--- config.mk ---
export PLATFORM = sky130hd
export DESIGN_NAME = snpu_entropy_harvester
export DESIGN_NICKNAME = d
export VERILOG_FILES = /design/src/rtl/snpu_entropy_harvester.sv
export SDC_FILE = /design/constraint.sdc
export NUM_CORES = 1
export LEC_CHECK = 0
export BUFFER_PORTS_ARGS = -buffer_cell sky130_fd_sc_hd__buf_2
export CAP_MARGIN = 20
export CORE_AREA = 2 2 78 80
export DETAILED_ROUTE_END_ITERATION = 16
export DIE_AREA = 0 0 80 82
export HOLD_SLACK_MARGIN = 0.08
export PLACE_DENSITY = 0.81
export RECOVER_POWER = 50
export SETUP_SLACK_MARGIN = 0.02
export SKIP_LAST_GASP = 1
export SLEW_MARGIN = 40
export SYNTH_ARGS = -nofsm -noshare
export SYNTH_HDL_FRONTEND = slang
export SYNTH_SLANG_ARGS = --single-unit
--- constraint.sdc ---
create_clock -name clk -period 5.83 [get_ports clk]
set_input_delay 0 -clock clk [delete_from_list [all_inputs] [get_ports clk]]
set_output_delay 0 -clock clk [all_outputs]
set_load 0.03 [all_outputs]
--- src/rtl/snpu_entropy_harvester.sv ---
// snpu_entropy_harvester
// Harvests entropy from the SNPU free-running random-generator bank. Each
// generator is frozen in turn, its word is sampled through a 2-FF
// synchronizer, von Neumann debiased into an LSB-first byte accumulator and
// screened by a stuck-word health test. Debiased bytes leave on a
// valid/ready stream.
//
// Ports:
//   clk         in   clock, all state on rising edge
//   rst_n       in   synchronous active-low reset
//   en          in   harvesting enable (checked only between words)
//   rnd_in      in   16-bit bank word, asynchronous to clk
//   rnd_freeze  out  freeze request to the bank (registered)
//   rnd_addr    out  generator select to the bank (registered)
//   byte_data   out  debiased byte
//   byte_valid  out  byte_data holds a valid byte
//   byte_ready  in   sink accepts byte_data when byte_valid is high
//   fault       out  sticky health-test failure
module snpu_entropy_harvester #(
  parameter int unsigned RND_N       = 36,
  parameter int unsigned ADDR_W      = $clog2(RND_N),
  parameter int unsigned SETTLE      = 4,
  parameter int unsigned STUCK_LIMIT = 4
) (
  input  logic              clk,
  input  logic              rst_n,
  input  logic              en,
  input  logic [15:0]       rnd_in,
  output logic              rnd_freeze,
  output logic [ADDR_W-1:0] rnd_addr,
  output logic [7:0]        byte_data,
  output logic              byte_valid,
  input  logic              byte_ready,
  output logic              fault
);

  localparam int unsigned WORD_W  = 16;
  localparam int unsigned BYTE_W  = 8;
  localparam int unsigned PAIR_W  = 3;
  localparam int unsigned ACC_CW  = 4;
  localparam int unsigned FRZ_CYC = SETTLE + 2;
  localparam int unsigned FRZ_W   = $clog2(FRZ_CYC + 1);
  localparam int unsigned STK_W   = $clog2(STUCK_LIMIT + 1);

  typedef enum logic [2:0] {
    IDLE    = 3'd0,
    FREEZE  = 3'd1,
    SAMPLE  = 3'd2,
    EXTRACT = 3'd3,
    ADVANCE = 3'd4
  } state_e;

  state_e              state_q, state_d;

  logic [WORD_W-1:0]   sync1_q, sync2_q;
  logic [WORD_W-1:0]   word_q, word_d;
  logic [FRZ_W-1:0]    frz_cnt_q, frz_cnt_d;
  logic [PAIR_W-1:0]   pair_q, pair_d;
  logic [BYTE_W-1:0]   acc_q, acc_d;
  logic [ACC_CW-1:0]   acc_cnt_q, acc_cnt_d;
  logic [STK_W-1:0]    stuck_q, stuck_d;
  logic                fault_q, fault_d;
  logic                freeze_q, freeze_d;
  logic [ADDR_W-1:0]   addr_q, addr_d;
  logic [BYTE_W-1:0]   data_q, data_d;
  logic                valid_q, valid_d;

  logic                acc_full_c;
  logic                slot_load_c;
  logic                word_stuck_c;
  logic                stuck_trip_c;
  logic                pair_go_c;
  logic                bit_a_c;
  logic                bit_b_c;

  // Shared decode used by both FSM combinational processes.
  always_comb begin
    acc_full_c   = (acc_cnt_q == ACC_CW'(BYTE_W));
    // Output slot is free when empty or being drained this cycle.
    slot_load_c  = acc_full_c && (!valid_q || byte_ready);
    word_stuck_c = (sync2_q == '0) || (sync2_q == '1);
    // The sample that would bring the stuck run up to the limit.
    stuck_trip_c = word_stuck_c && ((32'(stuck_q) + 32'd1) >= STUCK_LIMIT);
    // A full accumulator stalls pair processing until the slot takes it.
    pair_go_c    = (state_q == EXTRACT) && !acc_full_c;
    bit_a_c      = word_q[{pair_q, 1'b0}];
    bit_b_c      = word_q[{pair_q, 1'b1}];
  end

  // FSM state register.
  always_ff @(posedge clk) begin
    if (!rst_n) begin
      state_q <= IDLE;
    end else begin
      state_q <= state_d;
    end
  end

  // FSM next-state logic.
  always_comb begin
    state_d = state_q;
    case (state_q)
      IDLE: begin
        if (en && !fault_q && !acc_full_c) begin
          state_d = FREEZE;
        end
      end
      FREEZE: begin
        if (frz_cnt_q == FRZ_W'(FRZ_CYC - 1)) begin
          state_d = SAMPLE;
        end
      end
      SAMPLE: begin
        state_d = stuck_trip_c ? IDLE : EXTRACT;
      end
      EXTRACT: begin
        if (pair_go_c && (pair_q == PAIR_W'(7))) begin
          state_d = ADVANCE;
        end
      end
      ADVANCE: begin
        state_d = IDLE;
      end
      default: begin
        state_d = IDLE;
      end
    endcase
  end

  // FSM output and datapath next-state logic.
  always_comb begin
    word_d    = word_q;
    frz_cnt_d = '0;
    pair_d    = pair_q;
    acc_d     = acc_q;
    acc_cnt_d = acc_cnt_q;
    stuck_d   = stuck_q;
    fault_d   = fault_q;
    addr_d    = addr_q;
    data_d    = data_q;
    valid_d   = valid_q;

    // Freeze stays high from FREEZE entry through the SAMPLE cycle.
    freeze_d  = (state_d == FREEZE) || (state_d == SAMPLE);

    case (state_q)
      FREEZE: begin
        frz_cnt_d = frz_cnt_q + FRZ_W'(1);
      end
      SAMPLE: begin
        word_d  = sync2_q;
        pair_d  = '0;
        stuck_d = word_stuck_c ? (stuck_q + STK_W'(1)) : '0;
        if (stuck_trip_c) begin
          fault_d = 1'b1;
        end
      end
      EXTRACT: begin
        if (pair_go_c) begin
          pair_d = pair_q + PAIR_W'(1);
          // Von Neumann: unequal pair emits its first bit, shifted in
          // from the top so the first bit lands in bit 0.
          if (bit_a_c != bit_b_c) begin
            acc_d     = {bit_a_c, acc_q[BYTE_W-1:1]};
            acc_cnt_d = acc_cnt_q + ACC_CW'(1);
          end
        end
      end
      ADVANCE: begin
        addr_d = (addr_q == ADDR_W'(RND_N - 1)) ? '0 : (addr_q + ADDR_W'(1));
      end
      default: begin
      end
    endcase

    // Output slot; never coincides with a shift because a full
    // accumulator stalls extraction.
    if (slot_load_c) begin
      data_d    = acc_q;
      valid_d   = 1'b1;
      acc_cnt_d = '0;
    end else if (valid_q && byte_ready) begin
      valid_d   = 1'b0;
    end
  end

  // Datapath registers and bank-word synchronizer.
  always_ff @(posedge clk) begin
    if (!rst_n) begin
      sync1_q   <= '0;
      sync2_q   <= '0;
      word_q    <= '0;
      frz_cnt_q <= '0;
      pair_q    <= '0;
      acc_q     <= '0;
      acc_cnt_q <= '0;
      stuck_q   <= '0;
      fault_q   <= 1'b0;
      freeze_q  <= 1'b0;
      addr_q    <= '0;
      data_q    <= '0;
      valid_q   <= 1'b0;
    end else begin
      sync1_q   <= rnd_in;
      sync2_q   <= sync1_q;
      word_q    <= word_d;
      frz_cnt_q <= frz_cnt_d;
      pair_q    <= pair_d;
      acc_q     <= acc_d;
      acc_cnt_q <= acc_cnt_d;
      stuck_q   <= stuck_d;
      fault_q   <= fault_d;
      freeze_q  <= freeze_d;
      addr_q    <= addr_d;
      data_q    <= data_d;
      valid_q   <= valid_d;
    end
  end

  assign rnd_freeze = freeze_q;
  assign rnd_addr   = addr_q;
  assign byte_data  = data_q;
  assign byte_valid = valid_q;
  assign fault      = fault_q;

endmodule

=== Word level (Yosys, flattened, before mapping) ===
Cells that the tools add are included.

* Bits in registers: 89
* Input port bits: 20
* Output and inout bits: 17
* Word-level logic and storage cells: 74

* Reduce and logical (&&, ||, !) cells: 22
* $add $sub $neg: 6
* Bitwise logic cells: 1
* Equality and inequality tests: 13
* Order comparisons: 3
* Muxes and demuxes: 15

{| class="wikitable"
|+ Operators by type and width
! kind !! count
|-
| $eq A16 B16 Y1 const B || 1
|-
| $logic_not A16 Y1 || 1
|-
| $mux W3 || 5
|-
| $pmux W3 S4 || 1
|-
| $lt A4 B5 Y1 const B || 2
|-
| $add A3 B1 Y3 const B || 3
|-
| $eq A3 B2 Y1 const B || 3
|-
| $eq A3 B3 Y1 const B || 3
|-
| $logic_and A1 B1 Y1 || 7
|-
| $add A6 B1 Y6 const B || 1
|-
| $bmux W1 S3 || 2
|-
| $eq A3 B1 Y1 const B || 2
|-
| $eq A6 B6 Y1 const B || 1
|-
| $mux W6 || 1
|-
| $pmux W3 S2 || 1
|-
| $reduce_and A2 Y1 || 3
|-
| $add A3 B1 Y4 const B || 1
|-
| $add A4 B1 Y4 const B || 1
|-
| $eq A4 B4 Y1 const B || 1
|-
| $ge A4 B3 Y1 const B || 1
|-
| $mux W1 || 4
|-
| $reduce_bool A2 Y1 || 2
|-
| $logic_not A1 Y1 || 3
|-
| $logic_not A3 Y1 || 1
|-
| 7 further kinds || 9
|}

=== Logic depth before layout (Yosys ltp) ===
* Depth after elaboration: 8
* Depth in mapped cells: 8
* Mapped depth without buffers: 7

=== Worst setup path before layout ===
Ideal clock, no wire load.

* Kind: flip-flop to flip-flop
* From: register pair_q[0]
* To: register acc_cnt_q[3]
* Path buffers: 1
* Data arrival time: 1972 ps
* Slack: 3787 ps
* Data required time: 5759 ps
* Period minus slack after synthesis: 2043 ps
* Stages on the path, launching flop included: 7
* Setup time: 71 ps
* Path through: dfxtp_1 > buf_6 > mux4_1 > mux2i_2 > xnor2_1 > or4_1 > a21oi_1

* Cells in the longest elaborated chain, start to end: 4
* Elaborated cells between the ends (all ways): 6
* Classes of those cells: 1 x eq/ne; 4 x mux; 1 x reduce/logical

{| class="wikitable"
|+ Ends and longest elaborated chain
! element !! RTL line !! text
|-
| start: declaration || 58 || <nowiki>logic [PAIR_W-1:0] pair_q, pair_d;</nowiki>
|-
| start signal: assignment || 208 || <nowiki>pair_q <= pair_d;</nowiki>
|-
| $bmux W1 S3, on equally long branches || 86, 87 ||
|-
| $mux W1, on equally long branches || 86, 87 ||
|-
| $ne A1 B1 Y1 (*) || 163 || <nowiki>if (bit_a_c != bit_b_c) begin</nowiki>
|-
| $reduce_and A3 Y1 (no line) (*) || - ||
|-
| end signal: assignment || 210 || <nowiki>acc_cnt_q <= acc_cnt_d;</nowiki>
|-
| end: declaration || 60 || <nowiki>logic [ACC_CW-1:0] acc_cnt_q, acc_cnt_d;</nowiki>
|}

Mark *: on every way between the ends. The rest lies on a longest branch, timed or not. The select of a mux whose other input is x is not followed.
A chain may end at the register's enable or synchronous reset.

=== Worst setup path after layout ===
* From: register pair_q[0]
* To: register acc_q[5]

* Cells in the longest elaborated chain, start to end: 4
* Elaborated cells between the ends (all ways): 6
* Classes of those cells: 1 x eq/ne; 4 x mux; 1 x reduce/logical

{| class="wikitable"
|+ Ends and longest elaborated chain
! element !! RTL line !! text
|-
| $bmux W1 S3, on equally long branches || 86, 87 ||
|-
| $mux W1, on equally long branches || 86, 87 ||
|-
| $ne A1 B1 Y1 (*) || 163 ||
|-
| $reduce_and A3 Y1 (no line) (*) || - ||
|-
| end signal: assignment || 195 || <nowiki>acc_q <= '0;</nowiki>
|-
| end signal: assignment || 209 || <nowiki>acc_q <= acc_d;</nowiki>
|-
| end: declaration || 59 || <nowiki>logic [BYTE_W-1:0] acc_q, acc_d;</nowiki>
|}

Marks and branches as above.

==> flow_summary.toml <==
[layout]
postLayoutCoreUtil = 0.690
diodes = 0
fin_nets = 417
instances_no_fill = 468
final_area_mm2 = 0.00397
final_layout_size_suffix_gt1_frac = 0.102
fill_cells = 455
syn2layout_area_growth_pct = 16.7
layout_common_cells = "dfxtp_1, nand2_1, and2_1"
final_common_cell = "dfxtp_1"

[setup_path]
path_max_fanout = 8
reg2regPathDepth = 5
critPathLaunchType = "flip-flop"
required_ps = 6110
worst-setup-path-type = "reg2reg"
cp_data_arrival_time_ps = 2600
endpoint_kind = "flip-flop"

[logic_synthesis]
synth_top_family_by_area = "simple AND/OR/NAND/NOR gates"
syn_area_per_cell_um2 = 10.1
synth_compound_area_frac = 0.0825
synth-edff-count = 0
ys_types = 38
syn_inst = 338
synth_nets = 366
synth.area.top_cells = "dfxtp_1, and2_1, nand2_1"
synth-adder-area-share = 0.0295
synth_area_mm2 = 0.00340
yosys_warnings = 0
ys_ff_latch = 89
synthMuxAreaShare = 0.0880
synth-simple-area-share = 0.229
post_synth_xor_area_fraction = 0.0206
synth_flop_cell = "dfxtp_1"
yosysTopAreaCell = "dfxtp_1"
async_flop_share = 0
synth_top_area_share = 0.524
ys_seq_area_frac = 0.524

[timing]
drv_slew = 0
worstMarginPinSlew_ps = 723
hold_viol = 0
fin_skew_ps = 7.55
fmax_ghz = 0.430
post-route-period-util = 0.399
min_period_ps = 2320
rsz0062_at_grt = "false"
setup_tns_ps = 0
slew_headroom = 0.517
setup-violations-final = 0

[floorplanning]
start_util = 0.591
fp.dieH_um = 82
die_area_mm2 = 0.00656
coreArea_mm2 = 0.00575
dieWidth_um = 80
num_io_pins = 37
rows = 28

[global_route]
grt.total_usage = 0.198
grtUsageMet1 = 0.243
grt.overflow.total = 0
grt_pass1_wl_um = 10000
top_usage_layer = "met2"
antenna_found_initial = 0
grt_start_max_net_pins = 81
grt_pass1_vias = 2304
grt_use_met3 = 0.0516
grtUsageMet2 = 0.328

[power_and_ir_drop]
intPower_w = 0.000839
p_clk_frac = 0.374
power_leakage_nw = 1.52
p_sw_w = 0.000226
worst_ir_drop_vdd_mv = 0.203
pwr-share-seq = 0.588
swShare = 0.212
combPwrFrac = 0.038
power_density_mw_per_mm2 = 269

[place]
dp.cells = 435
postPlaceCellArea_mm2 = 0.00362
port_buffers = 36
detailed_place_hpwl_um = 3800
place_congestion = 0.780

[detailed_routing]
via_count = 2418
post_drt_via_cell_ratio = 5.17
antenna_left = 0
drt-initial-drc-count = 133
wirelength_um = 5990
drc = 0
firstDrtPassIters = 4
wl_per_cell_um = 12.8

[min_path]
hold_path.class = "in2reg"
worstHoldPathCells = 2

[cts]
root_buffer = "clkbuf_8"
cts_resized = 0
htree_levels = 3
cts_tree = "yes"
clk_pin_slew_worst_paths_ps = 80
clkSinkCount = 89
clock_latency_ps = 350
cts_buffers = 9
clock_path_buffers = 2

[flow_run]
maxCapViolations = 0

[outcome]
outcome = "completed"
[power groups by stage]
| stage | combinational, W | sequential (W) | clock (W) |
|---|---|---|---|
| 6_report | 0.0000410 | 0.000626 | 0.000398 |
| 5_1_grt | 0.0000459 | 0.000628 | 0.000432 |
| 3_5_place_dp | 0.0000316 | 0.000640 | 0 |
| 2_1_floorplan | 0.0000216 | 0.000638 | 0 |
| 4_1_cts | 0.0000407 | 0.000626 | 0.000405 |
| 3_3_place_gp | 0.0000309 | 0.000639 | 0 |
[worst paths after layout]
check,slack [ps],startpoint,to
min,180,rst_n,stuck_q[2]
max reg2reg,3510,pair_q[0],acc_q[5]
max,3510,pair_q[0],acc_q[5]
min reg2reg,440,sync1_q[2],sync2_q[2]
[cells by family after synthesis]
family | count (synthesis)
simple gates | 146
flops | 89
compound gates | 43
mux | 23
buf+inv | 21
xor+xnor | 8
fa+ha+maj | 8
[cells in the mapped netlist, types with 2 or more instances]
master and number:
dfxtp_1 89, nand2_1 49, and2_1 37, a21boi_0 19
mux2i_1 18, clkbuf_1 13, nor2b_1 12, nor2_1 10
a21oi_1 9, nand3_1 9, o21ai_0 9, ha_1 8
inv_1 7, nand4_1 6, nor4_1 5, xnor2_1 5
mux4_1 4, nand2b_1 4, xor2_1 3, and4_1 2
nand3b_1 2, o211ai_1 2
[flip-flops by register name (all words and copies together) (netlist names)]
signal and count:
stuck_q 3, state_q 3, byte_data 8, frz_cnt_q 3
fault 1, rnd_addr 6, word_q 16, sync2_q 16
sync1_q 16, acc_q 8, pair_q 3, rnd_freeze 1
byte_valid 1, acc_cnt_q 4
[critical path, stage by stage (launching register included)]
cell and delay, ps:
dfxtp_1 510, mux4_1 610, mux2i_1 270, xor2_1 380
nand2_2 250, mux2i_1 240
[layer usage]
metal | routed length, µm | part of all wire
met5 | 0 | 0
met4 | 120 | 0.020
met3 | 192 | 0.032
met2 | 2950 | 0.49
met1 | 2720 | 0.45
[per-stage QoR]
stage | total power [W] | hold WS [ps] | setup WS (ps)
2_1_floorplan | 0.000660 | 127 | 3790
3_3_place_gp | 0.000670 | 205 | 3680
3_5_place_dp | 0.000672 | 208 | 3540
4_1_cts | 0.00107 | 193 | 3500
5_1_grt | 0.00111 | 235 | 3380
6_report | 0.00107 | 183 | 3510
[cell type report]
cell class                 instances  area (µm²)  area share
timing repair buffer              54         342      0.0861
multi-input combinational        228        1540       0.388
sequential                        89        1780       0.449
tap                               75        93.8      0.0237
clock inverter                     5        56.3      0.0142
inverter                           7        26.3     0.00663
clock buffer                      10         128      0.0322
[timing repair]
action | 4_1_cts | 5_1_grt
buffers inserted | 0 | 0
endpoints found under the hold margin | 18 | 0
hold buffers | 18 | 0
Note: power is estimated with default switching activity, not from simulation.
